$ cat src/rtl/pc_ctrl_pkg.sv
// Shared types and jump-field constants for the program-counter controller.
package pc_ctrl_pkg;

  localparam int unsigned JBITS_W = 3;
  localparam int unsigned JGT     = 0;
  localparam int unsigned JEQ     = 1;
  localparam int unsigned JLT     = 2;
  localparam logic [JBITS_W-1:0] JMP = 3'b111;

  typedef enum logic [1:0] {
    IDLE  = 2'd0,
    FETCH = 2'd1,
    EXEC  = 2'd2,
    HALT  = 2'd3
  } state_t;

endpackage

$ cat src/rtl/pc_ctrl_jump_cond.sv
// Combinational jump-condition evaluation from the three jump bits and ALU flags.
module jump_cond
  import pc_ctrl_pkg::*;
(
  input  logic [JBITS_W-1:0] jbits,
  input  logic               zr,
  input  logic               ng,
  output logic               taken
);

  assign taken = (jbits[JLT] & ng) | (jbits[JEQ] & zr) | (jbits[JGT] & ~ng & ~zr);

endmodule

$ cat src/rtl/pc_ctrl.sv
// Fetch/execute sequencer: requests instructions, strobes the PC and detects the halt idiom.
module pc_ctrl
  import pc_ctrl_pkg::*;
#(
  parameter int unsigned WIDTH = 16
)
(
  input  logic             clk,
  input  logic             reset,
  input  logic             run,
  output logic             imem_req,
  input  logic             imem_ack,
  input  logic [WIDTH-1:0] imem_data,
  input  logic [WIDTH-1:0] pc_value,
  input  logic [WIDTH-1:0] a_value,
  input  logic             alu_zr,
  input  logic             alu_ng,
  output logic             pc_load,
  output logic             pc_inc,
  output logic [WIDTH-1:0] pc_target,
  output logic [WIDTH-1:0] instr,
  output logic             instr_valid,
  output logic             halted,
  output logic [WIDTH-1:0] retired
);

  state_t state;
  state_t state_nxt;
  logic   is_compute;
  logic   cond_taken;
  logic   jump;
  logic   halt_now;

  // The top instruction bit marks a compute instruction; only those may jump.
  assign is_compute = instr[WIDTH-1];

  jump_cond u_jump_cond (
    .jbits (instr[JBITS_W-1:0]),
    .zr    (alu_zr),
    .ng    (alu_ng),
    .taken (cond_taken)
  );

  assign jump      = is_compute & cond_taken;
  assign halt_now  = is_compute && (instr[JBITS_W-1:0] == JMP) && (a_value == pc_value);
  assign pc_target = a_value;

  always_ff @(posedge clk) begin
    if (reset) state <= IDLE;
    else       state <= state_nxt;
  end

  always_comb begin
    state_nxt = state;
    case (state)
      IDLE:    if (run) state_nxt = FETCH;
      FETCH:   if (imem_ack) state_nxt = EXEC;
      EXEC: begin
        if (halt_now) state_nxt = HALT;
        else if (run) state_nxt = FETCH;
        else          state_nxt = IDLE;
      end
      HALT:    state_nxt = HALT;
      default: state_nxt = IDLE;
    endcase
  end

  always_comb begin
    imem_req    = 1'b0;
    instr_valid = 1'b0;
    pc_load     = 1'b0;
    pc_inc      = 1'b0;
    halted      = 1'b0;
    case (state)
      FETCH: imem_req = 1'b1;
      EXEC: begin
        instr_valid = 1'b1;
        pc_load     = jump & ~halt_now;
        pc_inc      = ~jump & ~halt_now;
      end
      HALT:    halted = 1'b1;
      default: ;
    endcase
  end

  // Instruction latch and retired-instruction counter (wraps naturally).
  always_ff @(posedge clk) begin
    if (reset) begin
      instr   <= '0;
      retired <= '0;
    end else begin
      if (state == FETCH && imem_ack) instr <= imem_data;
      if (state == EXEC) retired <= retired + WIDTH'(1);
    end
  end

endmodule
$ cat config.mk
export PLATFORM = sky130hd
export DESIGN_NAME = pc_ctrl
export DESIGN_NICKNAME = d
export VERILOG_FILES = /design/src/rtl/pc_ctrl_pkg.sv /design/src/rtl/pc_ctrl_jump_cond.sv /design/src/rtl/pc_ctrl.sv
export SDC_FILE = /design/constraint.sdc
export NUM_CORES = 1
export LEC_CHECK = 0
export CAP_MARGIN = 5
export CORE_MARGIN = 1
export CORE_UTILIZATION = 33
export CTS_CLUSTER_DIAMETER = 150
export DETAILED_ROUTE_END_ITERATION = 10
export PLACE_DENSITY = 0.76
export SLEW_MARGIN = 20
export SYNTH_ARGS = -nofsm -noshare
export SYNTH_HDL_FRONTEND = slang
export SYNTH_SLANG_ARGS = --single-unit
export TNS_END_PERCENT = 20
$ cat constraint.sdc
create_clock -name clk -period 1.9 [get_ports clk]
set_clock_uncertainty 0.15 [all_clocks]
set_input_delay 0.38 -clock clk [delete_from_list [all_inputs] [get_ports clk]]
set_output_delay 0.38 -clock clk [all_outputs]
set_load 0.05 [all_outputs]
==> results.ini <==
[run_status]
outcome = complete, but fails checks
violations = setup timing

[cells_and_area]
final_common_cell = buf_4
final_cell_area_um2 = 3343
drive_gt1_share_pct = 40.52
final_util_pct = 65.46
multi_input_area_um2 = 1018
final_nets = 402
num_antenna_cells = 0
fin_cells = 418
fillers = 452
final_cell_mix = 71 x buf_4, 41 x nand2_1, 30 x dfxtp_1
syn_to_final_growth_pct = 90.86
seq_area_um2 = 695.7

[clocking]
cts.clk_slew.worst_paths_ns = 0.07
cts_sinks = 34
cts_buffers = 5
root_buffer = clkbuf_8
cts_tree = yes
cts_hold_buffers = 0
h-tree-depth = 2
clock_path_buffers = 2
clk_latency_ns = 0.29

[routing]
drc = 0
drt-wirelength-per-cell_um = 12.93
drt-total-wl_um = 5403
ant_nets = 0
firstDrtPassIters = 4
wirelength_met1_um = 2137
vias = 1922
viasPerCell = 4.598
wl_met2_um = 2939
top_layer = met4
drt_iter0_drc = 81
met3_length_um = 239

[hold_path]
hold_depth = 2
min_to = instr[9]
min_path_type = flop to flop
min_from = instr[9]

[synthesis]
ys_seq_area_share_pct = 38.86
syn_avg_cell_area_um2 = 8.072
synth_edf_count = 0
syn_nets = 272
syn_inst = 217
synthFlopType = dfxtp_1
netlist_area_um2 = 1752
synth-seq-cells = 34
synth_warnings = 0
ys_async_sr_fraction_pct = 0
synth_cell_types = 37

[critical_path]
path_cells = and4_1 -> nand2_1 -> or3_4 -> o211a_4 -> buf_8
reg2reg_depth = 4
critPathRequiredTime_ns = 1.37
rr_startpoint = retired[6]
end_kind = output port
start_kind = flop
cp_slowest_stage_delay_ns = 0.35
path_max_fanout = 2
r2r_slack_ns = 0.08
path_class = flop to output port
crit_slowest_cell = dfxtp_4
timing.rr.end = retired[13]
crit_arrival_ns = 1.62

[floorplan]
dieArea_um2 = 5603
core_area_um2 = 5107
ios = 107
die_width_um = 74.86
start_util_pct = 34.30
die_h_um = 74.86
rows = 26

[timing]
finalCritPeriodShare_pct = 113.2
slew_headroom_pct = 77.83
fin_ws_ns = -0.2503
drv_slew = 0
setup_viol = 4
rsz0062_at_grt = true
tns_ns = -0.6575
min_period_ns = 2.150
fmax_mhz = 465.1
hold_viol = 0
worst_pin_slew_ns = 0.3295

[grt]
grt_pass1_wl_um = 8390
grt_pass1_vias = 1830
gr-total-overflow = 0
track_usage_pct = 20.05
grt_max_degree = 21
antenna_found_initial = 0

[power]
finalPower_mw = 1.803
peakVddDrop_mv = 0.3710
powerDensity_nw_per_um2 = 539.2
p_leak_nw = 1.440

[run]
drv_cap = 0

[placed_design]
hpwl_um = 4120
placed_cells = 404
post_dp_cell_area_um2 = 3186
place.gp.congestion = 0.7963
portBuffers = 106

-- layer usage --
layer / up-vias / GRT usage, %
met5: - / 0
met4: 0 / 7.757
met3: 9 / 4.552
met2: 57 / 36.44
met1: 884 / 22.70
li1: 972 / -
-- kinds of logic after synthesis --
| kind of cell | synth area share [%] |
|---|---|
| adders and majority gates | 0.7142 |
| DFF | 38.86 |
| xor gates and xnor gates | 11.50 |
| muxes | 1.857 |
| buffers and inverters | 9.285 |
| AOI/OAI and AO/OA | 9.072 |
| and+or+nand+nor | 28.71 |
-- power by group --
part           switching [mW]  internal [mW]  leakage (nW)
sequential             0.0102          0.727         0.278
clock                   0.260          0.292        0.0482
combinational           0.259          0.254          1.11
total                   0.529           1.27          1.44
-- synth_stat cells (all sizes together), types with 2 or more instances --
library cell   n  area share (%)
a21oi         18             5.1
and2           2            0.71
and4           2             1.0
buf           17             7.1
clkbuf         8             1.7
dfxtp         34              39
inv            2            0.43
mux2           2             1.3
nand2         41             8.8
nand2b         5             1.8
nand3          4             1.1
nand4          6             2.5
nor2          15             3.2
nor2b          8             2.9
nor3           4             1.1
nor4           5             1.8
o21ai          3            0.86
o22ai          2            0.71
or2            2            0.71
or3            2            0.71
or4            2            0.86
xnor2         11             5.5
xor2          12             6.0
-- registers in the layout, summed over array words and instances (netlist names) --
| name | count |
|---|---|
| instr | 16 |
| state | 2 |
| retired | 16 |
-- what timing repair did --
action,in CTS,in global routing
endpoints found under the setup margin,3,7
resized for setup,40,51
pin swaps,21,15
buffers inserted,6,0
-- metrics by stage --
stage | setup WS [ns] | hold WS [ns]
2_1_floorplan | -0.2181 | 0.3556
3_3_place_gp | -0.6031 | 0.2918
3_5_place_dp | -0.7321 | 0.3009
4_1_cts | -0.3485 | 0.3114
5_1_grt | -0.2847 | 0.3281
6_report | -0.2503 | 0.3081
-- how the worst max path moves through the flow --
| stage | start | endpoint | slack (ns) |
|---|---|---|---|
| finish | instr[0] | pc_load | -0.25 |
| global placement | a_value[14] | pc_load | -0.60 |
| floorplan | retired[4] | retired[13] | -0.22 |
| detailed placement | a_value[14] | pc_load | -0.73 |
| CTS | instr[0] | pc_load | -0.35 |
| global route | instr[0] | pc_load | -0.28 |
-- worst max-delay path, delay by kind of cell (launching register included) --
kind | cells | cell delay, ns
flip-flops | 1 | 0.35
AO/OA/AOI/OAI | 1 | 0.24
AND/OR/NAND/NOR | 3 | 0.60
buffers and inverters | 1 | 0.15
-- cell type report --
cell class,instances,share of cell area (%)
Clock buffer,7,2.582
Clock inverter,1,0.1497
Inverter,2,0.2246
Multi-Input combinational cell,156,30.46
Sequential cell,34,20.81
Tap cell,70,2.620
Timing Repair Buffer,148,43.15
No activity file was read; power rests on OpenSTA's default activity.
